--- src/rtl/alu_cap_pkg.sv ---
// Shared definitions for the ALU result capture path: FSM state encoding
// and the layout of a captured word {CF, GZ, res}.
package alu_cap_pkg;

  typedef enum logic [1:0] {
    IDLE    = 2'd0,
    ARMED   = 2'd1,
    CAPTURE = 2'd2,
    DONE    = 2'd3
  } state_t;

  localparam int RES_W  = 7;
  localparam int WORD_W = 9;
  localparam int CF_BIT = 8;
  localparam int GZ_BIT = 7;

endpackage

--- src/rtl/sync_fifo.sv ---
// Small single-clock FIFO. The head word is driven straight from the
// storage array so a word written on one edge is readable the next cycle.
// A push into a full FIFO is accepted only when a pop frees a slot on the
// same edge; a pop on an empty FIFO is ignored.
module sync_fifo #(
  parameter int WIDTH = 9,
  parameter int DEPTH = 4
) (
  input  logic             clk,
  input  logic             rst,
  input  logic             push,
  input  logic             pop,
  input  logic [WIDTH-1:0] din,
  output logic [WIDTH-1:0] dout,
  output logic             full,
  output logic             empty
);

  localparam int AW = $clog2(DEPTH);
  localparam logic [AW:0] DEPTH_V = (AW+1)'(DEPTH);

  logic [WIDTH-1:0] mem [DEPTH];
  logic [AW-1:0]    wr_ptr_reg;
  logic [AW-1:0]    rd_ptr_reg;
  logic [AW:0]      count_reg;
  logic             push_ok;
  logic             pop_ok;

  assign empty   = (count_reg == '0);
  assign full    = (count_reg == DEPTH_V);
  assign pop_ok  = pop && !empty;
  assign push_ok = push && (!full || pop_ok);
  assign dout    = empty ? '0 : mem[rd_ptr_reg];

  // Pointer and occupancy bookkeeping; pointers wrap naturally at DEPTH.
  always_ff @(posedge clk or posedge rst) begin
    if (rst) begin
      wr_ptr_reg <= '0;
      rd_ptr_reg <= '0;
      count_reg  <= '0;
    end else begin
      if (push_ok) wr_ptr_reg <= wr_ptr_reg + AW'(1);
      if (pop_ok)  rd_ptr_reg <= rd_ptr_reg + AW'(1);
      case ({push_ok, pop_ok})
        2'b10:   count_reg <= count_reg + (AW+1)'(1);
        2'b01:   count_reg <= count_reg - (AW+1)'(1);
        default: count_reg <= count_reg;
      endcase
    end
  end

  // Storage write; contents need no reset because occupancy gates reads.
  always_ff @(posedge clk) begin
    if (push_ok) mem[wr_ptr_reg] <= din;
  end

endmodule

--- src/rtl/alu_result_capture.sv ---
// Observation path for the ALU result stream. A start pulse arms a window
// of CAP_LEN samples; each sample is queued for a valid/ready reader and
// tallied into saturating CF/GZ counters. Samples that find the queue full
// are still counted but dropped, which latches the sticky overflow flag.
module alu_result_capture
  import alu_cap_pkg::*;
#(
  parameter int DEPTH   = 4,
  parameter int CAP_LEN = 8,
  parameter int CNT_W   = 8
) (
  input  logic              clk,
  input  logic              rst,
  input  logic              start,
  input  logic              res_valid,
  input  logic [6:0]        res,
  input  logic              CF,
  input  logic              GZ,
  output logic              rd_valid,
  input  logic              rd_ready,
  output logic [8:0]        rd_data,
  output logic [CNT_W-1:0]  cf_cnt,
  output logic [CNT_W-1:0]  gz_cnt,
  output logic              overflow,
  output logic              busy,
  output logic              done
);

  localparam logic [7:0]       CAP_LEN_V = 8'(CAP_LEN);
  localparam logic [CNT_W-1:0] CNT_MAX   = '1;

  state_t             state_reg;
  state_t             state_next;
  logic [7:0]         sample_cnt_reg;
  logic [7:0]         sample_cnt_inc;
  logic [CNT_W-1:0]   cf_cnt_reg;
  logic [CNT_W-1:0]   gz_cnt_reg;
  logic               overflow_reg;
  logic               sampling;
  logic               start_accept;
  logic               pop_fire;
  logic               fifo_full;
  logic               fifo_empty;
  logic [WORD_W-1:0]  word;

  assign sampling       = ((state_reg == ARMED) || (state_reg == CAPTURE)) && res_valid;
  assign start_accept   = (state_reg == IDLE) && start;
  assign pop_fire       = rd_valid && rd_ready;
  assign sample_cnt_inc = sample_cnt_reg + 8'd1;
  assign rd_valid       = !fifo_empty;
  assign cf_cnt         = cf_cnt_reg;
  assign gz_cnt         = gz_cnt_reg;
  assign overflow       = overflow_reg;

  // Pack the captured word from the package field positions.
  always_comb begin
    word                = '0;
    word[CF_BIT]        = CF;
    word[GZ_BIT]        = GZ;
    word[RES_W-1:0]     = res;
  end

  sync_fifo #(
    .WIDTH (WORD_W),
    .DEPTH (DEPTH)
  ) u_fifo (
    .clk   (clk),
    .rst   (rst),
    .push  (sampling),
    .pop   (pop_fire),
    .din   (word),
    .dout  (rd_data),
    .full  (fifo_full),
    .empty (fifo_empty)
  );

  // State register.
  always_ff @(posedge clk or posedge rst) begin
    if (rst) state_reg <= IDLE;
    else     state_reg <= state_next;
  end

  // Next-state and status outputs; the window ends on the CAP_LEN-th sample.
  always_comb begin
    state_next = state_reg;
    busy       = 1'b0;
    done       = 1'b0;
    case (state_reg)
      IDLE: begin
        if (start) state_next = ARMED;
      end
      ARMED, CAPTURE: begin
        busy = 1'b1;
        if (res_valid)
          state_next = (sample_cnt_inc == CAP_LEN_V) ? DONE : CAPTURE;
      end
      DONE: begin
        done       = 1'b1;
        state_next = IDLE;
      end
      default: state_next = IDLE;
    endcase
  end

  // Window statistics: cleared on an accepted start, updated per sample.
  always_ff @(posedge clk or posedge rst) begin
    if (rst) begin
      sample_cnt_reg <= '0;
      cf_cnt_reg     <= '0;
      gz_cnt_reg     <= '0;
      overflow_reg   <= 1'b0;
    end else if (start_accept) begin
      sample_cnt_reg <= '0;
      cf_cnt_reg     <= '0;
      gz_cnt_reg     <= '0;
      overflow_reg   <= 1'b0;
    end else if (sampling) begin
      sample_cnt_reg <= sample_cnt_inc;
      if (CF && (cf_cnt_reg != CNT_MAX)) cf_cnt_reg <= cf_cnt_reg + CNT_W'(1);
      if (GZ && (gz_cnt_reg != CNT_MAX)) gz_cnt_reg <= gz_cnt_reg + CNT_W'(1);
      if (fifo_full && !pop_fire) overflow_reg <= 1'b1;
    end
  end

endmodule

--- config.mk ---
export PLATFORM = sky130hd
export DESIGN_NAME = alu_result_capture
export DESIGN_NICKNAME = d
export VERILOG_FILES = /design/src/rtl/alu_cap_pkg.sv /design/src/rtl/sync_fifo.sv /design/src/rtl/alu_result_capture.sv
export SDC_FILE = /design/constraint.sdc
export NUM_CORES = 1
export LEC_CHECK = 0
export ABC_AREA = 0
export CAP_MARGIN = 40
export CORE_UTILIZATION = 60
export CTS_CLUSTER_DIAMETER = 60
export DETAILED_ROUTE_END_ITERATION = 6
export GPL_TIMING_DRIVEN = 0
export MAX_ROUTING_LAYER = met4
export PLACE_DENSITY = 0.92
export RECOVER_POWER = 100
export SLEW_MARGIN = 10
export SYNTH_ARGS = -nofsm -noshare
export SYNTH_HDL_FRONTEND = slang
export SYNTH_HIERARCHICAL = 1
export SYNTH_SLANG_ARGS = --single-unit
--- constraint.sdc ---
create_clock -name clk -period 3.9 [get_ports clk]
set_input_delay 0.78 -clock clk [delete_from_list [all_inputs] [get_ports clk]]
set_output_delay 0.78 -clock clk [all_outputs]
set_load 0.05 [all_outputs]
==> metrics <==
total track usage=25.8%; CTS tree=built; Biggest register=u_fifo/mem; clk_skew=0.00865 ns; most frequent cells in the layout=dlygate4sd3_1 (41), edfxtp_1 (36), dfrtp_1 (34), nor2_1 (27); n_diodes=0; Primary FF master, synth=edfxtp_1; Gate Count Post-Synth=275; Slew Limit Headroom=19.4%; worst-path maximum fanout=10; Antenna Nets Post-Route=0; CTS max path bufs=2; Residual DRC=0; most common cell after layout, fill and taps aside=dlygate4sd3_1; iteration-0 DRC count of the detailed router=140; Pwr Density=742 mW/mm2; post-route cell area=0.00410 mm2; setup slack at placement=0.701 ns; setup ws final=0.586 ns; Peak VDD IR=516 uV; leak pwr=1.63 nW; hold_buf cts=0; post-placement cell area=0.00399 mm2; Final Non-Filler Cells=406; fill count=369; gr ovfl total=0; first-pass GRT wire length=11,300 um; worst r2r src=u_fifo/count_reg[0]; Yosys top cell area share=31.4%; Vias/cell=5.79; H-tree depth=3; Setup Viol. Count Final=0; main area contributors after synthesis=edfxtp_1 (31%), dfrtp_1 (25%), mux4_2 (5.9%); HP Class=reg -> reg; Worst Setup EP=rd_data[1]; minimum clock period=3.31 ns; routed len/inst=16.8 um; share of post-route cells with drive strength above 1=11.1%; WP data arrival=2.53 ns; Post-Syn Area=0.00345 mm2; R2R cell count=11; Initial Utilization=62.6%; DIE AREA=0.00605 mm2; FF-to-FF End=u_fifo/count_reg[2]; final period utilization=85.0%; crit path launch=u_fifo/count_reg[0]; CORE AREA=0.00551 mm2; syn_nets=300; ys async rst share=48.6%; number of synthesized flops with an enable pin=36; die width=77.8 um; DIE HEIGHT=77.8 um; Num CTS Buffers=9; Post-CTS Setup Repair Bufs=0; detailed placement HPWL=4850 um; post-CTS resize count=0; Yosys reg bits=70; startpoint types=register; num ports=43; Crit Path Class=reg -> out; max reg flops=36; max-capacitance violation count=0; initial antenna violation count=0; synthesized area per cell=12.5 um2; Final #Nets=354; FMAX=302 MHz; FF-to-FF setup slack=0.81 ns; Worst-path clk slew=0.08 ns; largest net degree at the start of global routing=23; WL final=6810 um; Port Buffer Count=42; post-synthesis sequential area ratio=56.0%; status=finished, final reports clean; CP Capture Type=output port; Site Rows=27; Root Driver=clkbuf_8; routed vias=2,350; setup tns final=0 ns; clk sink count=70; vias in the first global route=2,395; area leader, netlist=edfxtp_1; RSZ-0062 raised after global routing=no; Final Hold Viols=0; Slew Limit Fails=0; DRT Pass-1 Iters=4; Synth Warn #=6; post-synth cell types=57; GP Congestion=0.816; dpl cells=390; Required @ worst endpoint=3.12 ns; measured slew at the worst slew-check pin=1.21 ns; area grow syn2layout=18.9%; Clk Latency, worst-skew pair=0.34 ns
metrics by stage:
stage / power (mW) / util (%) / hold WS [ns]
2_1_floorplan: 2.18 / - / 0.510
3_3_place_gp: 2.55 / 71.9 / 0.491
3_5_place_dp: 2.63 / 72.4 / 0.503
4_1_cts: 3.14 / 75.5 / 0.519
5_1_grt: 3.22 / 74.4 / 0.541
6_report: 3.04 / 74.4 / 0.505
critical path, stage by stage (launching register included):
cell and delay (ns):
dfrtp_1 0.45, or3_2 0.52, clkbuf_1 0.25, and2_1 0.21, dlygate4sd3_1 0.76
cell type report:
| class | instances | area (um2) | area share, % |
|---|---|---|---|
| Clock buffer | 10 | 128 | 3.11 |
| Timing Repair Buffer | 43 | 424 | 10.3 |
| Sequential cell | 70 | 1930 | 47.1 |
| Buffer | 9 | 37.5 | 0.916 |
| Clock inverter | 6 | 46.3 | 1.13 |
| Multi-Input combinational cell | 180 | 1380 | 33.7 |
| Tap cell | 72 | 90.1 | 2.20 |
| Inverter | 16 | 61.3 | 1.50 |
cells in the mapped netlist (2+ instances only):
cell type and n:
a2111oi_2 5, a21oi_1 8, and2_1 11, and2_2 4, and4_1 3, buf_2 3, clkbuf_1 5, dfrtp_1 34
edfxtp_1 36, ha_1 10, inv_1 15, mux2i_1 2, mux4_2 9, nand2_1 15, nand2b_1 3, nand3_1 12
nand4_1 5, nor2_1 27, nor2b_1 2, o2111ai_1 2, o211ai_1 2, o21ai_0 5, o31ai_1 2, o41ai_1 2
or3_1 2, xnor2_1 9, xor2_1 12
how the worst min path moves through the flow:
stage | startpoint | endpoint | slack [ns] | depth (start not counted)
2_1_floorplan | state_reg[0] | state_reg[0] | 0.51 | 1
3_3_place_gp | overflow | overflow | 0.49 | 1
3_5_place_dp | overflow | overflow | 0.50 | 1
4_1_cts | overflow | overflow | 0.52 | 1
5_1_grt | overflow | overflow | 0.54 | 1
6_report | overflow | overflow | 0.50 | 1
metal layers:
layer  vias up  track usage (%)  part of all wire [%]
met5         -                -                     0
met4         0             10.4                   2.0
met3        13             5.88                   5.3
met2        78             43.0                    51
met1      1141             30.5                    42
li1       1118                -                     -
cell families (layout without fill, tap and decap cells):
| family | count (synthesis) | count (layout) | synth area share, % |
|---|---|---|---|
| muxes | 12 | 12 | 6.90 |
| buffers and inverters | 25 | 84 | 3.08 |
| and+or+nand+nor | 98 | 98 | 15.4 |
| xor gates and xnor gates | 21 | 21 | 5.34 |
| AOI/OAI and AO/OA | 38 | 38 | 9.04 |
| adders and majority gates | 11 | 11 | 4.21 |
| DFF | 70 | 70 | 56.0 |
where the power goes:
| part | total [mW] | internal (mW) | switching [mW] |
|---|---|---|---|
| logic | 1.48 | 0.525 | 0.955 |
| registers | 1.05 | 0.942 | 0.107 |
| clock network | 0.512 | 0.235 | 0.277 |
No activity file was read; power rests on OpenSTA's default activity.
